<file path="config.mk">
export PLATFORM = sky130hd
export DESIGN_NAME = video_pattern_gen
export DESIGN_NICKNAME = d
export VERILOG_FILES = /design/src/rtl/video_timing_pkg.sv /design/src/rtl/vid_timing_cntr.sv /design/src/rtl/video_pattern_gen.sv
export SDC_FILE = /design/constraint.sdc
export NUM_CORES = 1
export LEC_CHECK = 0
export ABC_CLOCK_PERIOD_IN_PS = 1900
export CORE_MARGIN = 2
export CORE_UTILIZATION = 44
export CTS_CLUSTER_SIZE = 40
export DETAILED_ROUTE_END_ITERATION = 12
export MAX_ROUTING_LAYER = met4
export PLACE_DENSITY_LB_ADDON = 0.08
export SYNTH_ARGS = -nofsm -noshare
export SYNTH_HDL_FRONTEND = slang
export SYNTH_SLANG_ARGS = --single-unit
</file>
<file path="constraint.sdc">
create_clock -name clk -period 1.9 [get_ports clk]
set_input_delay 0.38 -clock clk [delete_from_list [all_inputs] [get_ports clk]]
set_output_delay 0.38 -clock clk [all_outputs]
set_load 0.05 [all_outputs]
</file>
<file path="src/rtl/video_timing_pkg.sv">
// Shared timing defaults, pattern codes and colour-bar palette for the
// SiI9136 test-pattern source.
package video_timing_pkg;

  localparam int unsigned CNT_W = 12;

  localparam int unsigned DEF_H_ACTIVE = 640;
  localparam int unsigned DEF_H_FP     = 16;
  localparam int unsigned DEF_H_SYNC   = 96;
  localparam int unsigned DEF_H_BP     = 48;
  localparam int unsigned DEF_V_ACTIVE = 480;
  localparam int unsigned DEF_V_FP     = 10;
  localparam int unsigned DEF_V_SYNC   = 2;
  localparam int unsigned DEF_V_BP     = 33;

  localparam logic [1:0] PAT_BARS  = 2'd0;
  localparam logic [1:0] PAT_RAMP  = 2'd1;
  localparam logic [1:0] PAT_CHECK = 2'd2;
  localparam logic [1:0] PAT_SOLID = 2'd3;

  localparam logic [35:0] COL_WHITE   = 36'hFFF_FFF_FFF;
  localparam logic [35:0] COL_YELLOW  = 36'hFFF_FFF_000;
  localparam logic [35:0] COL_CYAN    = 36'h000_FFF_FFF;
  localparam logic [35:0] COL_GREEN   = 36'h000_FFF_000;
  localparam logic [35:0] COL_MAGENTA = 36'hFFF_000_FFF;
  localparam logic [35:0] COL_RED     = 36'hFFF_000_000;
  localparam logic [35:0] COL_BLUE    = 36'h000_000_FFF;
  localparam logic [35:0] COL_BLACK   = 36'h000_000_000;

  function automatic logic [35:0] bar_color(input logic [2:0] idx);
    case (idx)
      3'd0:    return COL_WHITE;
      3'd1:    return COL_YELLOW;
      3'd2:    return COL_CYAN;
      3'd3:    return COL_GREEN;
      3'd4:    return COL_MAGENTA;
      3'd5:    return COL_RED;
      3'd6:    return COL_BLUE;
      default: return COL_BLACK;
    endcase
  endfunction

endpackage

</file>
<file path="src/rtl/vid_timing_cntr.sv">
// Horizontal/vertical raster counters with combinational region decode.
// All decode outputs are gated by enable so an idle generator reads as blank.
module vid_timing_cntr
  import video_timing_pkg::*;
#(
  parameter int unsigned H_ACTIVE = DEF_H_ACTIVE,
  parameter int unsigned H_FP     = DEF_H_FP,
  parameter int unsigned H_SYNC   = DEF_H_SYNC,
  parameter int unsigned H_BP     = DEF_H_BP,
  parameter int unsigned V_ACTIVE = DEF_V_ACTIVE,
  parameter int unsigned V_FP     = DEF_V_FP,
  parameter int unsigned V_SYNC   = DEF_V_SYNC,
  parameter int unsigned V_BP     = DEF_V_BP
) (
  input  logic        clk,
  input  logic        reset,
  input  logic        enable,
  output logic [11:0] h_cnt,
  output logic        v_bit5,
  output logic        active,
  output logic        hs_act,
  output logic        vs_act,
  output logic        first_px
);

  localparam logic [11:0] H_LAST   = 12'(H_ACTIVE + H_FP + H_SYNC + H_BP - 1);
  localparam logic [11:0] V_LAST   = 12'(V_ACTIVE + V_FP + V_SYNC + V_BP - 1);
  localparam logic [11:0] H_ACT    = 12'(H_ACTIVE);
  localparam logic [11:0] V_ACT    = 12'(V_ACTIVE);
  localparam logic [11:0] HS_START = 12'(H_ACTIVE + H_FP);
  localparam logic [11:0] HS_END   = 12'(H_ACTIVE + H_FP + H_SYNC);
  localparam logic [11:0] VS_START = 12'(V_ACTIVE + V_FP);
  localparam logic [11:0] VS_END   = 12'(V_ACTIVE + V_FP + V_SYNC);

  logic [11:0] h_cnt_q, h_cnt_d;
  logic [11:0] v_cnt_q, v_cnt_d;

  always_comb begin
    h_cnt_d = '0;
    v_cnt_d = '0;
    if (enable) begin
      if (h_cnt_q == H_LAST) begin
        h_cnt_d = '0;
        v_cnt_d = (v_cnt_q == V_LAST) ? '0 : v_cnt_q + 12'd1;
      end else begin
        h_cnt_d = h_cnt_q + 12'd1;
        v_cnt_d = v_cnt_q;
      end
    end
  end

  always_ff @(posedge clk) begin
    if (reset) begin
      h_cnt_q <= '0;
      v_cnt_q <= '0;
    end else begin
      h_cnt_q <= h_cnt_d;
      v_cnt_q <= v_cnt_d;
    end
  end

  always_comb begin
    h_cnt    = h_cnt_q;
    v_bit5   = v_cnt_q[5];
    active   = enable && (h_cnt_q < H_ACT) && (v_cnt_q < V_ACT);
    hs_act   = enable && (h_cnt_q >= HS_START) && (h_cnt_q < HS_END);
    vs_act   = enable && (v_cnt_q >= VS_START) && (v_cnt_q < VS_END);
    first_px = enable && (h_cnt_q == '0) && (v_cnt_q == '0);
  end

endmodule

</file>
<file path="src/rtl/video_pattern_gen.sv">
// Video timing and test-pattern source; pattern selection is latched only
// at the first pixel of a frame so a frame is never torn.
module video_pattern_gen
  import video_timing_pkg::*;
#(
  parameter int unsigned H_ACTIVE = DEF_H_ACTIVE,
  parameter int unsigned H_FP     = DEF_H_FP,
  parameter int unsigned H_SYNC   = DEF_H_SYNC,
  parameter int unsigned H_BP     = DEF_H_BP,
  parameter int unsigned V_ACTIVE = DEF_V_ACTIVE,
  parameter int unsigned V_FP     = DEF_V_FP,
  parameter int unsigned V_SYNC   = DEF_V_SYNC,
  parameter int unsigned V_BP     = DEF_V_BP,
  parameter logic        HS_POL   = 1'b0,
  parameter logic        VS_POL   = 1'b0
) (
  input  logic        clk,
  input  logic        reset,
  input  logic        enable,
  input  logic [1:0]  pattern_sel,
  input  logic [35:0] solid_rgb,
  output logic        de,
  output logic        hsync,
  output logic        vsync,
  output logic [35:0] d,
  output logic        frame_start
);

  localparam int unsigned BAR_W = H_ACTIVE / 8;

  logic [11:0] h_cnt;
  logic        v_bit5, active, hs_act, vs_act, first_px;

  logic [1:0]  pat_q, pat_d;
  logic [2:0]  bar_idx;
  logic [35:0] pixel;
  logic        de_q, de_d, hsync_q, hsync_d, vsync_q, vsync_d, fs_q, fs_d;
  logic [35:0] d_q, d_d;

  vid_timing_cntr #(
    .H_ACTIVE (H_ACTIVE),
    .H_FP     (H_FP),
    .H_SYNC   (H_SYNC),
    .H_BP     (H_BP),
    .V_ACTIVE (V_ACTIVE),
    .V_FP     (V_FP),
    .V_SYNC   (V_SYNC),
    .V_BP     (V_BP)
  ) u_cntr (
    .clk      (clk),
    .reset    (reset),
    .enable   (enable),
    .h_cnt    (h_cnt),
    .v_bit5   (v_bit5),
    .active   (active),
    .hs_act   (hs_act),
    .vs_act   (vs_act),
    .first_px (first_px)
  );

  // The selection sampled at (0,0) is used for that very pixel, not a frame later.
  always_comb begin
    pat_d = first_px ? pattern_sel : pat_q;
  end

  always_comb begin
    bar_idx = '0;
    for (int unsigned i = 1; i < 8; i++) begin
      if (h_cnt >= 12'(i * BAR_W)) bar_idx = 3'(i);
    end
    case (pat_d)
      PAT_BARS:  pixel = bar_color(bar_idx);
      PAT_RAMP:  pixel = {3{{h_cnt[9:0], 2'b00}}};
      PAT_CHECK: pixel = (h_cnt[5] ^ v_bit5) ? COL_WHITE : COL_BLACK;
      default:   pixel = solid_rgb;
    endcase
    de_d    = active;
    d_d     = active ? pixel : '0;
    hsync_d = hs_act ? HS_POL : ~HS_POL;
    vsync_d = vs_act ? VS_POL : ~VS_POL;
    fs_d    = first_px;
  end

  always_ff @(posedge clk) begin
    if (reset) begin
      pat_q   <= PAT_BARS;
      de_q    <= 1'b0;
      d_q     <= '0;
      hsync_q <= ~HS_POL;
      vsync_q <= ~VS_POL;
      fs_q    <= 1'b0;
    end else begin
      pat_q   <= pat_d;
      de_q    <= de_d;
      d_q     <= d_d;
      hsync_q <= hsync_d;
      vsync_q <= vsync_d;
      fs_q    <= fs_d;
    end
  end

  always_comb begin
    de          = de_q;
    d           = d_q;
    hsync       = hsync_q;
    vsync       = vsync_q;
    frame_start = fs_q;
  end

endmodule
</file>
==> results.py <==
metrics = {
    "placement": {
        "gp_congestion": 0.980,
        "placed_area_sq_um": 4410,
        "dp.final_hpwl_mm": 6.25,
        "placed_cells": 530,
        "port_buffers": 80,
    },
    "synthesis": {
        "yosys_register_bits": 66,
        "yosysWarningCount": 0,
        "synthAdderAreaFrac_pct": 1.63,
        "syn_inst": 327,
        "synth_enable_flop_cells": 0,
        "synth_ff_type": "dfxtp_1",
        "yosys-mux-area-fraction_pct": 0.653,
        "synth_area_sq_um": 3070,
        "synth-seq-area-share_pct": 43.1,
        "synth-xor-area-share_pct": 6.28,
        "synthSimpleGateAreaFrac_pct": 22.2,
        "synth.distinct_cells": 49,
        "post_synth.cell_area_avg_sq_um": 9.38,
        "synth_top_family_by_area": "simple AND/OR/NAND/NOR gates",
        "synth_nets": 372,
        "synthArstFlopShare_pct": 0,
        "synth_compound_area_share_pct": 21.6,
    },
    "final_layout": {
        "fin_area_sq_um": 4960,
        "layout_commonest_cell": "clkdlybuf4s50_1",
        "diodes": 0,
        "fin_cells": 557,
        "final_cell_mix": "78 x clkdlybuf4s50_1, 72 x buf_4, 62 x dfxtp_1",
        "regArea_sq_um": 1330,
        "area_delta_synth_final_pct": 61.7,
        "fin_nets": 517,
        "fill_cells": 507,
        "multi_input_area_sq_um": 1940,
        "drive_above_1_share_pct": 32.5,
    },
    "critical_path": {
        "crit_buf_inv": 3,
        "r2r_slack_ns": -0.16,
        "start_kind": "flop",
        "crit_fanout": 8,
        "worstSetupStartpoint": "u_cntr.v_cnt_q[2]",
        "cp-end-kind": "flop",
        "worstPathRequired_ns": 2.19,
        "reg2regPathDepth": 8,
        "rr_startpoint": "u_cntr.v_cnt_q[2]",
        "cp-endpoint": "d[32]",
        "cp_top_family": "simple AND/OR/NAND/NOR gates",
        "worstSetupPathDepth": 8,
        "rr_endpoint": "d[32]",
        "max_stage_delay_ns": 0.34,
        "cpMostUsedCell": "buf_4",
        "cp_slowest_cell": "dfxtp_2",
        "crit_chain": "nor4_4 > nand4_1 > buf_4 > nor4_4 > buf_4 > buf_4 > o211a_4 > o221a_1",
        "critPathKind": "reg -> reg",
        "critical_path_arrival_ns": 2.34,
    },
    "floorplanning": {
        "rows": 30,
        "ios": 81,
        "core_area_sq_um": 6760,
        "die_w_um": 87.5,
        "die_area_sq_um": 7660,
        "start_util_pct": 45.4,
        "die_y_um": 87.5,
    },
    "global_routing": {
        "grt_max_degree": 26,
        "antenna_found_initial": 0,
        "grt_pass1_vias": 2842,
        "grt-ovfl-total": 0,
        "grt_pass1_wl_mm": 13.6,
        "grt.total_usage_pct": 23.7,
    },
    "job": {
        "drv_cap": 0,
    },
    "power_and_ir_drop": {
        "ir_drop_mv": 0.336,
        "combPwrFrac_pct": 24.1,
        "p_seq_share_pct": 44.5,
        "p_int_mw": 2.30,
        "p_leak_nw": 1.87,
        "switching_share_pct": 30.3,
        "pwr-share-clk_pct": 31.4,
        "power_density_nw_per_um2": 666,
        "power_switching_mw": 1.00,
    },
    "timing": {
        "worstMarginPinSlew_ns": 0.514,
        "rsz0062_at_grt": "yes",
        "fin_skew_ns": 0.0126,
        "finalHoldViolCount": 0,
        "post-route-min-period_ns": 2.06,
        "slew_violations": 0,
        "setup_viol": 34,
        "fin_crit_sh_pct": 108,
        "max_slew_margin_pct": 65.6,
        "fmax_mhz": 487,
        "worst_slack_ns": -0.155,
    },
    "detailed_routing": {
        "drtIter0Drc": 123,
        "wl_per_cell_um": 15.9,
        "antenna_left": 0,
        "firstDrtPassIters": 4,
        "via_per_inst": 5.37,
        "num_vias": 2989,
        "drt-total-wl_mm": 8.83,
        "post-route-drc-count": 0,
    },
    "cts": {
        "cts_buffers": 9,
        "ctsRootBufferMaster": "clkbuf_8",
        "cts_tree": "yes",
        "htreeDepth": 3,
        "clock_path_buffers": 2,
        "insertion_delay_ns": 0.35,
        "clk_pin_slew_ns": 0.07,
        "cts.sinks": 66,
    },
    "hold_path": {
        "hold_class": "reg -> reg",
    },
    "status": {
        "status": "complete, but fails checks",
        "violations": "negative setup slack",
    },
}
==> sequential cells by signal (all words and copies together), names as in the netlist <==
register	flops
d	36
u_cntr.v_cnt_q	12
vsync	1
u_cntr.h_cnt	12
pat_q	2
de	1
hsync	1
frame_start	1
==> worst min path at each step <==
stage / endpoint / cells past startpoint / from
final: u_cntr.h_cnt[0] / 2 / u_cntr.h_cnt[0]
after global routing: u_cntr.h_cnt[0] / 2 / u_cntr.h_cnt[0]
after CTS: u_cntr.h_cnt[0] / 2 / u_cntr.h_cnt[0]
after detailed placement: u_cntr.h_cnt[0] / 2 / u_cntr.h_cnt[0]
after global placement: u_cntr.h_cnt[0] / 2 / u_cntr.h_cnt[0]
after floorplan: u_cntr.h_cnt[0] / 1 / u_cntr.h_cnt[0]
==> power by group through the flow <==
stage	clock network (mW)	logic (mW)	registers, mW
4_1_cts	1.05	0.747	1.47
6_report	1.04	0.796	1.47
3_5_place_dp	0	0.697	1.50
5_1_grt	1.11	0.834	1.47
2_1_floorplan	0	0.182	1.71
3_3_place_gp	0	0.692	1.50
==> cell families after synthesis <==
| kind of cell | count (synthesis) |
|---|---|
| buffers and inverters | 28 |
| adders and majority gates | 4 |
| muxes | 2 |
| xor gates and xnor gates | 22 |
| DFF | 66 |
| AOI/OAI and AO/OA | 83 |
| and+or+nand+nor | 122 |
==> what timing repair did <==
action,CTS,global route
setup endpoints to repair,34,55
gates resized for setup,32,22
hold buffers,0,0
buffers inserted,6,8
pin swaps,11,16
==> worst reg2reg max path: cells and delay by family (launching register included) <==
kind                   cells  cell delay [ns]
and+or+nand+nor            3             0.70
DFF                        1             0.34
buffers and inverters      3             0.49
AOI/OAI and AO/OA          2             0.47
==> metal layers <==
| layer | global-route usage, % | part of all wire [%] | wire (um) |
|---|---|---|---|
| met1 | 29.2 | 44 | 3890 |
| met2 | 39.1 | 49 | 4310 |
| met3 | 4.27 | 5.6 | 497 |
| met4 | 7.97 | 1.5 | 130 |
| met5 | - | 0 | 0 |
==> Yosys cell counts, drive strengths merged (5+ instances only) <==
cell type	count	area (sq um)
nand4	10	68.8
a31oi	11	68.8
o21ai	15	75.1
a311oi	7	61.3
nor4b	5	50.0
nor2b	5	31.3
dfxtp	66	1320
xor2	7	61.3
nand2	19	71.3
o221a	24	270
nor2	36	138
nand3	15	75.1
and3	5	31.3
xnor2	15	131
nor4	6	73.8
clkbuf	8	31.3
inv	8	30.0
nor3	9	50.1
a21oi	10	50.1
buf	12	77.6
==> area by class of cell <==
class,count,area share (%)
clock buffers,11,2.85
clock inverters,5,0.605
inverters,8,0.605
multi-input cells,233,39.2
flip-flops and latches,66,26.7
well taps,80,2.02
repair buffers,154,28.0
==> metrics by stage <==
step	utilization [%]	total power, mW	setup TNS [ns]	hold WS (ns)	setup slack (ns)
5_1_grt	73.4	3.42	-9.67	0.604	-0.339
3_5_place_dp	65.3	2.20	-18.31	0.551	-0.550
3_3_place_gp	65.3	2.19	-17.19	0.539	-0.493
2_1_floorplan	-	1.89	0	0.449	0.00725
4_1_cts	70.4	3.26	-1.29	0.568	-0.0605
6_report	73.4	3.30	-3.90	0.562	-0.155
(Power assumes the default switching activity.)
